==> src/rtl/uart_cmd_pkg.sv <==
// Shared constants and state encoding for the UART host-command sequencer.
package uart_cmd_pkg;

    localparam logic [31:0] SYNC_WORD = 32'hDEAD_BEEF;

    localparam logic [7:0] OP_WRITE = 8'h01;
    localparam logic [7:0] OP_READ  = 8'h02;
    localparam logic [7:0] OP_ERASE = 8'h03;

    localparam logic [7:0] ST_OK      = 8'hA5;
    localparam logic [7:0] ST_BAD_OP  = 8'hEE;
    localparam logic [7:0] ST_OVERRUN = 8'hE0;
    localparam logic [7:0] ST_TIMEOUT = 8'hE1;

    typedef enum logic [3:0] {
        HUNT, OPC, ADDR, LEN, WR_WAIT, WR_MEM, RD_MEM, RD_TX, ER_MEM, STATUS
    } state_t;

    function automatic logic opcode_valid(input logic [7:0] op);
        return (op == OP_WRITE) || (op == OP_READ) || (op == OP_ERASE);
    endfunction

endpackage

==> src/rtl/uart_cmd_sequencer_timer.sv <==
// Inter-byte timeout counter: counts enabled idle cycles, flags expiry at TIMEOUT_CYCLES-1.
module cmd_byte_timer #(
    parameter int TIMEOUT_CYCLES = 5_000_000
) (
    input  logic clk,
    input  logic reset,
    input  logic enable,
    input  logic clear,
    output logic expire
);

    localparam int W = (TIMEOUT_CYCLES > 1) ? $clog2(TIMEOUT_CYCLES) : 1;
    localparam logic [W-1:0] LAST = W'(TIMEOUT_CYCLES - 1);

    logic [W-1:0] count;

    always_ff @(posedge clk or posedge reset) begin
        if (reset)
            count <= '0;
        else if (clear)
            count <= '0;
        else if (enable && (count != LAST))
            count <= count + 1'b1;
    end

    assign expire = enable && (count == LAST);

endmodule

==> src/rtl/uart_cmd_sequencer.sv <==
// Sync-word framed UART command parser driving byte-wise write/read/erase memory requests.
module uart_cmd_sequencer
    import uart_cmd_pkg::*;
#(
    parameter int TIMEOUT_CYCLES = 5_000_000
) (
    input  logic        clk,
    input  logic        reset,
    input  logic [7:0]  rx_data,
    input  logic        rx_ready,
    output logic        tx_req,
    output logic [7:0]  tx_data,
    input  logic        tx_ready,
    output logic        mem_req,
    output logic        mem_we,
    output logic        mem_erase,
    output logic [23:0] mem_addr,
    output logic [7:0]  mem_wdata,
    input  logic [7:0]  mem_rdata,
    input  logic        mem_ack,
    output logic        busy
);

    state_t      state, state_next;
    logic [31:0] shift;
    logic [7:0]  opcode;
    logic [1:0]  addr_idx;
    logic [23:0] addr;
    logic [8:0]  cnt;
    logic [7:0]  hold;
    logic        hold_full;
    logic        overrun;
    logic [7:0]  wdata;
    logic        tx_fire;
    logic [7:0]  tx_byte;
    logic        timer_en;
    logic        expire;
    logic        timeout;

    assign timer_en = (state == OPC) || (state == ADDR) || (state == LEN) || (state == WR_WAIT);
    assign timeout  = expire && !rx_ready;

    cmd_byte_timer #(.TIMEOUT_CYCLES(TIMEOUT_CYCLES)) u_timer (
        .clk    (clk),
        .reset  (reset),
        .enable (timer_en),
        .clear  (rx_ready || !timer_en),
        .expire (expire)
    );

    always_ff @(posedge clk or posedge reset) begin
        if (reset)
            state <= HUNT;
        else
            state <= state_next;
    end

    always_comb begin
        state_next = state;
        tx_fire    = 1'b0;
        tx_byte    = ST_OK;
        case (state)
            HUNT:    if (rx_ready && ({shift[23:0], rx_data} == SYNC_WORD)) state_next = OPC;
            OPC: begin
                if (rx_ready) begin
                    if (opcode_valid(rx_data)) begin
                        state_next = ADDR;
                    end else begin
                        state_next = STATUS;
                        tx_fire    = 1'b1;
                        tx_byte    = ST_BAD_OP;
                    end
                end
            end
            ADDR:    if (rx_ready && (addr_idx == 2'd2)) state_next = LEN;
            LEN: begin
                if (rx_ready) begin
                    if (opcode == OP_WRITE)     state_next = WR_WAIT;
                    else if (opcode == OP_READ) state_next = RD_MEM;
                    else                        state_next = ER_MEM;
                end
            end
            WR_WAIT: if (hold_full || rx_ready) state_next = WR_MEM;
            WR_MEM: begin
                if (mem_ack) begin
                    // An overrun aborts only once the in-flight write has completed.
                    if (overrun || (rx_ready && hold_full)) begin
                        state_next = STATUS;
                        tx_fire    = 1'b1;
                        tx_byte    = ST_OVERRUN;
                    end else if (cnt == 9'd1) begin
                        state_next = STATUS;
                        tx_fire    = 1'b1;
                    end else begin
                        state_next = WR_WAIT;
                    end
                end
            end
            RD_MEM: begin
                if (mem_ack) begin
                    state_next = RD_TX;
                    tx_fire    = 1'b1;
                    tx_byte    = mem_rdata;
                end
            end
            RD_TX: begin
                if (tx_ready) begin
                    if (cnt == 9'd0) begin
                        state_next = STATUS;
                        tx_fire    = 1'b1;
                    end else begin
                        state_next = RD_MEM;
                    end
                end
            end
            ER_MEM: begin
                if (mem_ack) begin
                    state_next = STATUS;
                    tx_fire    = 1'b1;
                end
            end
            STATUS:  if (tx_ready) state_next = HUNT;
            default: state_next = HUNT;
        endcase
        if (timeout) begin
            state_next = STATUS;
            tx_fire    = 1'b1;
            tx_byte    = ST_TIMEOUT;
        end
    end

    always_ff @(posedge clk or posedge reset) begin
        if (reset) begin
            shift     <= '0;
            opcode    <= '0;
            addr_idx  <= '0;
            addr      <= '0;
            cnt       <= '0;
            hold      <= '0;
            hold_full <= 1'b0;
            overrun   <= 1'b0;
            wdata     <= '0;
            tx_req    <= 1'b0;
            tx_data   <= '0;
        end else begin
            tx_req <= tx_fire;
            if (tx_fire)
                tx_data <= tx_byte;

            if ((state != HUNT) || (state_next != HUNT))
                shift <= '0;
            else if (rx_ready)
                shift <= {shift[23:0], rx_data};

            case (state)
                OPC: begin
                    if (rx_ready)
                        opcode <= rx_data;
                    addr_idx <= '0;
                end
                ADDR: begin
                    if (rx_ready) begin
                        addr     <= {addr[15:0], rx_data};
                        addr_idx <= addr_idx + 2'd1;
                    end
                end
                LEN: begin
                    if (rx_ready)
                        cnt <= {1'b0, rx_data} + 9'd1;
                    hold_full <= 1'b0;
                    overrun   <= 1'b0;
                end
                WR_WAIT: begin
                    // The buffered byte moves to the write-data register; a new byte may refill the buffer.
                    if (hold_full) begin
                        wdata     <= hold;
                        hold_full <= rx_ready;
                        if (rx_ready)
                            hold <= rx_data;
                    end else if (rx_ready) begin
                        wdata <= rx_data;
                    end
                end
                WR_MEM: begin
                    if (rx_ready) begin
                        if (hold_full) begin
                            overrun <= 1'b1;
                        end else begin
                            hold      <= rx_data;
                            hold_full <= 1'b1;
                        end
                    end
                    if (mem_ack) begin
                        addr <= addr + 24'd1;
                        cnt  <= cnt - 9'd1;
                    end
                end
                RD_MEM: begin
                    if (mem_ack) begin
                        addr <= addr + 24'd1;
                        cnt  <= cnt - 9'd1;
                    end
                end
                default: ;
            endcase
        end
    end

    assign mem_req   = (state == WR_MEM) || (state == RD_MEM) || (state == ER_MEM);
    assign mem_we    = (state == WR_MEM);
    assign mem_erase = (state == ER_MEM);
    assign mem_addr  = addr;
    assign mem_wdata = wdata;
    assign busy      = (state != HUNT);

endmodule

==> config.mk <==
export PLATFORM = sky130hd
export DESIGN_NAME = uart_cmd_sequencer
export DESIGN_NICKNAME = d
export VERILOG_FILES = /design/src/rtl/uart_cmd_pkg.sv /design/src/rtl/uart_cmd_sequencer_timer.sv /design/src/rtl/uart_cmd_sequencer.sv
export SDC_FILE = /design/constraint.sdc
export NUM_CORES = 1
export LEC_CHECK = 0
export ABC_CLOCK_PERIOD_IN_PS = 8000
export BUFFER_PORTS_ARGS = -buffer_cell sky130_fd_sc_hd__buf_2
export CELL_PAD_IN_SITES_DETAIL_PLACEMENT = 0
export CELL_PAD_IN_SITES_GLOBAL_PLACEMENT = 2
export CORE_MARGIN = 4
export CORE_UTILIZATION = 41
export CTS_BUF_LIST = sky130_fd_sc_hd__clkbuf_4 sky130_fd_sc_hd__clkbuf_8
export CTS_CLUSTER_SIZE = 14
export DETAILED_ROUTE_END_ITERATION = 16
export GPL_ROUTABILITY_DRIVEN = 0
export PLACE_DENSITY = 0.84
export SYNTH_ARGS = -nofsm -noshare
export SYNTH_HDL_FRONTEND = slang
export SYNTH_SLANG_ARGS = --single-unit
==> constraint.sdc <==
create_clock -name clk -period 8 [get_ports clk]
set_input_delay 1.2 -clock clk [delete_from_list [all_inputs] [get_ports clk]]
set_output_delay 1.2 -clock clk [all_outputs]
set_load 0.03 [all_outputs]
==> results of run 1 <==
## power groups by stage
| stage | clock, mW | combinational (mW) | sequential [mW] |
|---|---|---|---|
| after global routing | 0.649 | 0.393 | 0.777 |
| after floorplan | 0 | 0.249 | 0.778 |
| after CTS | 0.621 | 0.361 | 0.763 |
| final | 0.602 | 0.356 | 0.764 |
| after global placement | 0 | 0.352 | 0.772 |
| after detailed placement | 0 | 0.359 | 0.775 |
## layer usage
layer	vias up	global-route usage	part of all wire
li1	2736	-	-
met4	0	0.0448	0.0086
met5	-	0	0
met2	100	0.306	0.46
met3	9	0.0427	0.039
met1	2802	0.285	0.49
## cells in the final DEF (no fill, tap or decap), types with 17 or more instances in the layout
cell type,n
nor3_1,20
nand3_1,37
nand4_1,17
a21oi_1,39
buf_2,65
nor2_1,92
inv_1,19
mux2i_1,35
dfrtp_1,121
clkbuf_8,19
o21ai_0,40
nand2_1,72
## sequential cells by signal, indices dropped and copies added, names as in the netlist
register,flops
u_timer.count,23
overrun,1
addr_idx,2
cnt,9
hold,8
opcode,8
mem_addr,24
hold_full,1
tx_req,1
shift,24
tx_data,8
state,4
mem_wdata,8
## through the flow
| step | worst slack (ns) | cell area, µm² | std cells | total power [mW] | hold WS, ns |
|---|---|---|---|---|---|
| 2_1_floorplan | 3.59 | 6670 | 740 | 1.03 | 0.447 |
| 3_3_place_gp | 4.35 | 7110 | 975 | 1.12 | 0.461 |
| 3_5_place_dp | 4.29 | 7110 | 975 | 1.13 | 0.464 |
| 4_1_cts | 4.33 | 7540 | 1007 | 1.75 | 0.483 |
| 5_1_grt | 4.11 | 7540 | 1007 | 1.82 | 0.509 |
| 6_report | 4.32 | 7540 | 1007 | 1.72 | 0.481 |
## cells by family (layout without fill, tap and decap cells)
kind of cell,count (synthesis),in the layout,share of synthesized area
AND/OR/NAND/NOR,310,310,0.230
XOR/XNOR,30,30,0.0394
buffers and inverters,71,122,0.0418
AO/OA/AOI/OAI,158,158,0.155
adder cells (fa/ha/maj),9,9,0.0169
multiplexers,41,41,0.0626
flip-flops,121,121,0.454
## area by class of cell
| class | count | area share |
|---|---|---|
| timing repair buffer | 70 | 0.0481 |
| inverter | 20 | 0.0103 |
| sequential | 121 | 0.402 |
| clock buffer | 20 | 0.0357 |
| clock inverter | 12 | 0.0219 |
| tap | 216 | 0.0358 |
| multi-input combinational | 548 | 0.447 |
## worst register-to-register path, cell delays in order (launching register included)
cell	delay, ns
dfrtp_1	0.80
nor2b_1	0.56
o211a_1	0.62
a31o_2	0.21
a311o_1	0.58
nor2_1	0.12
## worst min path at each step
stage | start | endpoint | slack (ns) | depth (start not counted)
after floorplan | opcode[7]$_DFFE_PP0P_ | opcode[7]$_DFFE_PP0P_ | 0.45 | 2
after global routing | opcode[2]$_DFFE_PP0P_ | opcode[2]$_DFFE_PP0P_ | 0.51 | 2
after CTS | opcode[7]$_DFFE_PP0P_ | opcode[7]$_DFFE_PP0P_ | 0.48 | 2
after detailed placement | opcode[7]$_DFFE_PP0P_ | opcode[7]$_DFFE_PP0P_ | 0.46 | 2
final | opcode[7]$_DFFE_PP0P_ | opcode[7]$_DFFE_PP0P_ | 0.48 | 2
after global placement | opcode[5]$_DFFE_PP0P_ | opcode[5]$_DFFE_PP0P_ | 0.46 | 2
==> flow_summary.toml, run 1 <==
[run_status]
run_status = "complete, no violations"

[synthesis]
yosys-top-cells-count = "121 x dfrtp_1, 92 x nor2_1, 72 x nand2_1"
yosysTopAreaCell = "dfrtp_1"
synth_edf_count = 0
syn-num-nets = 770
ys_top_cells_by_area = "dfrtp_1 45%, mux2i_1 5.2%, nor2_1 5.2%"
synth_area_per_cell_um2 = 9.02
synthFlopType = "dfrtp_1"
synthCells = 740
synth_top_area_share = 0.454
async_reset_ff_frac = 1.00
synth.distinct_cells = 63
ys_seq_elements = 121
synth_warnings = 0
netlist_area_mm2 = 0.00667
yosysMostFrequentCell = "dfrtp_1"
ys_seq_area_frac = 0.454

[grt]
grt_overflow_total = 0
grt_max_degree = 66
antenna_found_initial = 0
grt_pass1_vias = 5552
grt_pass1_wl_mm = 29.3
gr-usage-all-layers = 0.198

[cts]
cts_root_buf = "clkbuf_8"
cts_sinks = 121
cts_inserted_buffers = 17
h-tree-depth = 4
postCtsResizedCells = 0
postCtsSetupRepairBufs = 0
cts.path.max_buffers = 2
cts.clk_slew.worst_paths_ns = 0.07
cts_tree = "built"
postCtsHoldBufs = 0
worst_skew_pair.late_latency_ns = 0.44

[pwr]
pwr-share-comb = 0.207
p_int_mw = 1.13
swShare = 0.343
clkPwrFrac = 0.349
power.density_mw_per_mm2 = 228
switchingPower_uw = 591
irDropWorstVdd_v = 0.000122
seqPwrFrac = 0.444
p_leak_nw = 3.38

[die]
die_area_mm2 = 0.0184
placeableCoreArea_mm2 = 0.0159
die_w_um = 136
initial_utilization = 0.419
io_pins = 66
rows = 46
die_y_um = 136

[timing]
max_freq_ghz = 0.272
hold_viol_final = 0
tightest_slew_ns = 1.14
rsz0062_at_grt = "no"
maxSlewHeadroom = 0.233
fin_setup_tns_ns = 0
min_period_over_period = 0.460
skew_ns = 0.0161
slew_viol_final = 0
final.min_clock_period_ns = 3.68
setup_viol = 0

[detailed_routing]
firstDrtPassIters = 5
dr.first_iter.drc_count = 319
routedWlPerCell_um = 17.5
viasPerCell = 5.61
final_antenna_net_count = 0
route.detailed.drc = 0
vias = 5647
wl_mm = 17.7

[setup_path]
slowest_delay_ns = 0.80
crit_buf_inv = 2
rrSetupSlack_ns = 4.97
critPathLaunchType = "flop"
r2r-end = "shift[3]$_DFFE_PP0P_"
cp.depth = 5
critPathKind = "reg -> out"
worstPathCellList = "nor2b_1 -> nand2_1 -> buf_4 -> nand2_1 -> buf_2"
rr_worst_depth = 5
slowest_stage = "dfrtp_1"
cp_top_family = "flip-flops"
setup.worst_path.start = "state[2]$_DFF_PP0_"
cpMostUsedCell = "nand2_1"
end_kind = "output pin"
crit_required_ns = 6.80
timing.rr.start = "state[2]$_DFF_PP0_"
cp.arrival_ns = 2.48
cp-endpoint = "mem_req"
path_max_fanout = 34

[finish]
antenna_cells = 0
layout.nets = 808
multi_input_area_mm2 = 0.00337
fin_util = 0.473
regArea_mm2 = 0.00303
fill_cells = 1551
final_layout_size_suffix_gt1_frac = 0.150
area.growth.synth_to_final_pct = 13.0

[run]
cap_viol_max_count = 0

[place]
io_buffers = 65
dpl.hpwl_mm = 11.6

[min_path]
hold_path.class = "reg -> reg"
Power figures use the tool's default switching activity.
==> inputs of run 2 (changes only) <==
- ABC_AREA: not set -> 1
- ABC_CLOCK_PERIOD_IN_PS: 8000 -> 3000
- CORE_UTILIZATION: 41 -> 32
- PLACE_DENSITY: 0.84 -> 0.75
- clock period: 8 -> 3 ns (I/O delays scaled with it)
==> run 2 against run 1 <==
  * Combinational power down 36%
  * Critical path type unchanged
  * Critical path depth up 3
  * Sequential power up 120%
  * Non-clock buffer count up 5
  * Clock power rose to 3.0 times the previous value
  * Flip-flop and latch count unchanged
  * Area after synthesis up 4.0%
  * Largest cell class unchanged
==> flow_summary.toml, run 2 <==
[cts]
cts.path.max_buffers = 2
cts_inserted_buffers = 17
h-tree-depth = 4
cts_tree = "built"
worst_skew_pair.late_latency_ns = 0.45
cts_sinks = 121
postCtsSetupRepairBufs = 0
cts_root_buf = "clkbuf_8"
cts.clk_slew.worst_paths_ns = 0.08

[pwr]
power.density_mw_per_mm2 = 462
p_leak_nw = 3.84
irDropWorstVdd_v = 0.000269

[detailed_routing]
final_antenna_net_count = 0
viasPerCell = 4.86
route.detailed.drc = 0
firstDrtPassIters = 5
routedWlPerCell_um = 15.8
dr.first_iter.drc_count = 336
wl_mm = 20.6
vias = 6321

[grt]
grt_max_degree = 64
gr-usage-all-layers = 0.175
grt_overflow_total = 0
grt_pass1_vias = 6189
antenna_found_initial = 0
grt_pass1_wl_mm = 33.7

[synthesis]
yosysMostFrequentCell = "nand2_1"
synthCells = 942
async_reset_ff_frac = 1.00
synthFlopType = "dfrtp_1"
synth_top_area_share = 0.436
synth_area_per_cell_um2 = 7.37
ys_top_cells_by_area = "dfrtp_1 44%, nand2_1 12%, o21ai_0 7.9%"
syn-num-nets = 972
synth.distinct_cells = 41
yosysTopAreaCell = "dfrtp_1"
netlist_area_mm2 = 0.00694
synth_edf_count = 0
ys_seq_elements = 121
synth_warnings = 0
yosys-top-cells-count = "215 x nand2_1, 121 x dfrtp_1, 118 x nor2_1"
ys_seq_area_frac = 0.436

[die]
io_pins = 66
initial_utilization = 0.328
rows = 53
die_y_um = 155
die_w_um = 155
placeableCoreArea_mm2 = 0.0212
die_area_mm2 = 0.0241

[setup_path]
critPathLaunchType = "flop"
crit_required_ns = 2.55
rr_worst_depth = 8
rrSetupSlack_ns = 0.86
r2r-end = "shift[1]$_DFFE_PP0P_"
cp.arrival_ns = 1.88
critPathKind = "reg -> out"
end_kind = "output pin"
timing.rr.start = "state[0]$_DFF_PP0_"
path_max_fanout = 7
setup.worst_path.start = "state[1]$_DFF_PP0_"
cp-endpoint = "mem_req"

[timing]
final.min_clock_period_ns = 2.33
setup_viol = 0
rsz0062_at_grt = "no"
min_period_over_period = 0.778
slew_viol_final = 0
fin_ws_ns = 0.665
skew_ns = 0.0144
tightest_slew_ns = 0.980
maxSlewHeadroom = 0.343
max_freq_ghz = 0.428
fin_setup_tns_ns = 0
hold_viol_final = 0

[finish]
multi_input_area_mm2 = 0.00336
final_layout_size_suffix_gt1_frac = 0.138
final_common_cell = "nand2_1"
regArea_mm2 = 0.00303
antenna_cells = 0
final_cell_mix = "215 x nand2_1, 121 x dfrtp_1, 118 x nor2_1"
layout.nets = 1042
area.growth.synth_to_final_pct = 16.0
fill_cells = 2307
final_cells = 1300

[place]
dpl.hpwl_mm = 15.0
dp_cells = 1267
dp_slack_ns = 0.585
io_buffers = 65

[run_status]
run_status = "complete, no violations"

[min_path]
hold_path.class = "in -> reg"

[run]
cap_viol_max_count = 0
## run 2: cell types whose count changed after synthesis, sizes merged, moves of 9 or more
cell	delta
nand2	+152
nor4	-9
inv	+93
and3	-9
nand3	+14
o21ai	+71
clkbuf	-23
nor2	+33
xnor2	-13
o22ai	-11
mux2i	-29
a2bb2oi	-13
## run 2: final cells by class
class / count / share of cell area
multi-input cells: 682 / 0.417
clock inverters: 13 / 0.0267
clock buffers: 19 / 0.0325
well taps: 275 / 0.0427
flip-flops and latches: 121 / 0.376
inverters: 115 / 0.0540
repair buffers: 75 / 0.0516
## run 2: per-stage QoR
stage	util	cell area, µm²	total power, mW	hold slack, ns
after floorplan	-	6950	1.89	0.448
after global placement	0.358	7570	1.98	0.456
after detailed placement	0.358	7570	1.98	0.459
after CTS	0.381	8060	3.79	0.194
after global routing	0.381	8060	3.90	0.191
final	0.381	8060	3.73	0.220
## run 2: cell families after synthesis
kind of cell,after synthesis,share of synthesized area
AO/OA/AOI/OAI,180,0.139
XOR/XNOR,22,0.0277
adder cells (fa/ha/maj),9,0.0162
buffers and inverters,139,0.0804
flip-flops,121,0.436
multiplexers,6,0.00865
AND/OR/NAND/NOR,465,0.292
## run 2: power breakdown
part	total (mW)	internal, mW	switching, mW
clock network	1.78	1.04	0.743
registers	1.71	1.68	0.0305
logic	0.229	0.0730	0.156
total	3.73	2.80	0.929
## run 2: routing by layer
metal,GRT usage,wire (µm),vias to the layer above
met1,0.246,10200,3000
met3,0.0314,462,18
met5,0,0,-
li1,-,-,3222
met2,0.279,9560,81
met4,0.0496,306,0
## run 2: worst max-delay path, stage by stage (launching register included)
cell     delay, ns
dfrtp_1       0.49
inv_2         0.11
nand2_2       0.07
inv_1         0.07
nand2_4       0.11
inv_2         0.09
nor2_1        0.24
inv_1         0.07
buf_2         0.18
## run 2: worst min path at each step
stage	from	end	slack (ns)	depth (start not counted)
after floorplan	hold[0]$_DFFE_PP0P_	hold[0]$_DFFE_PP0P_	0.45	2
after global placement	reset	u_timer.count[6]$_DFFE_PP0P_	0.46	2
after detailed placement	reset	u_timer.count[6]$_DFFE_PP0P_	0.46	2
after CTS	mem_rdata[4]	tx_data[4]$_DFFE_PP0P_	0.19	3
after global routing	mem_rdata[4]	tx_data[4]$_DFFE_PP0P_	0.19	3
final	mem_rdata[4]	tx_data[4]$_DFFE_PP0P_	0.22	3
## run 2: what timing repair did
action	CTS	global route
gates resized for setup	0	0
setup endpoints to repair	0	0
hold endpoints to repair	12	0
hold buffers	1	0
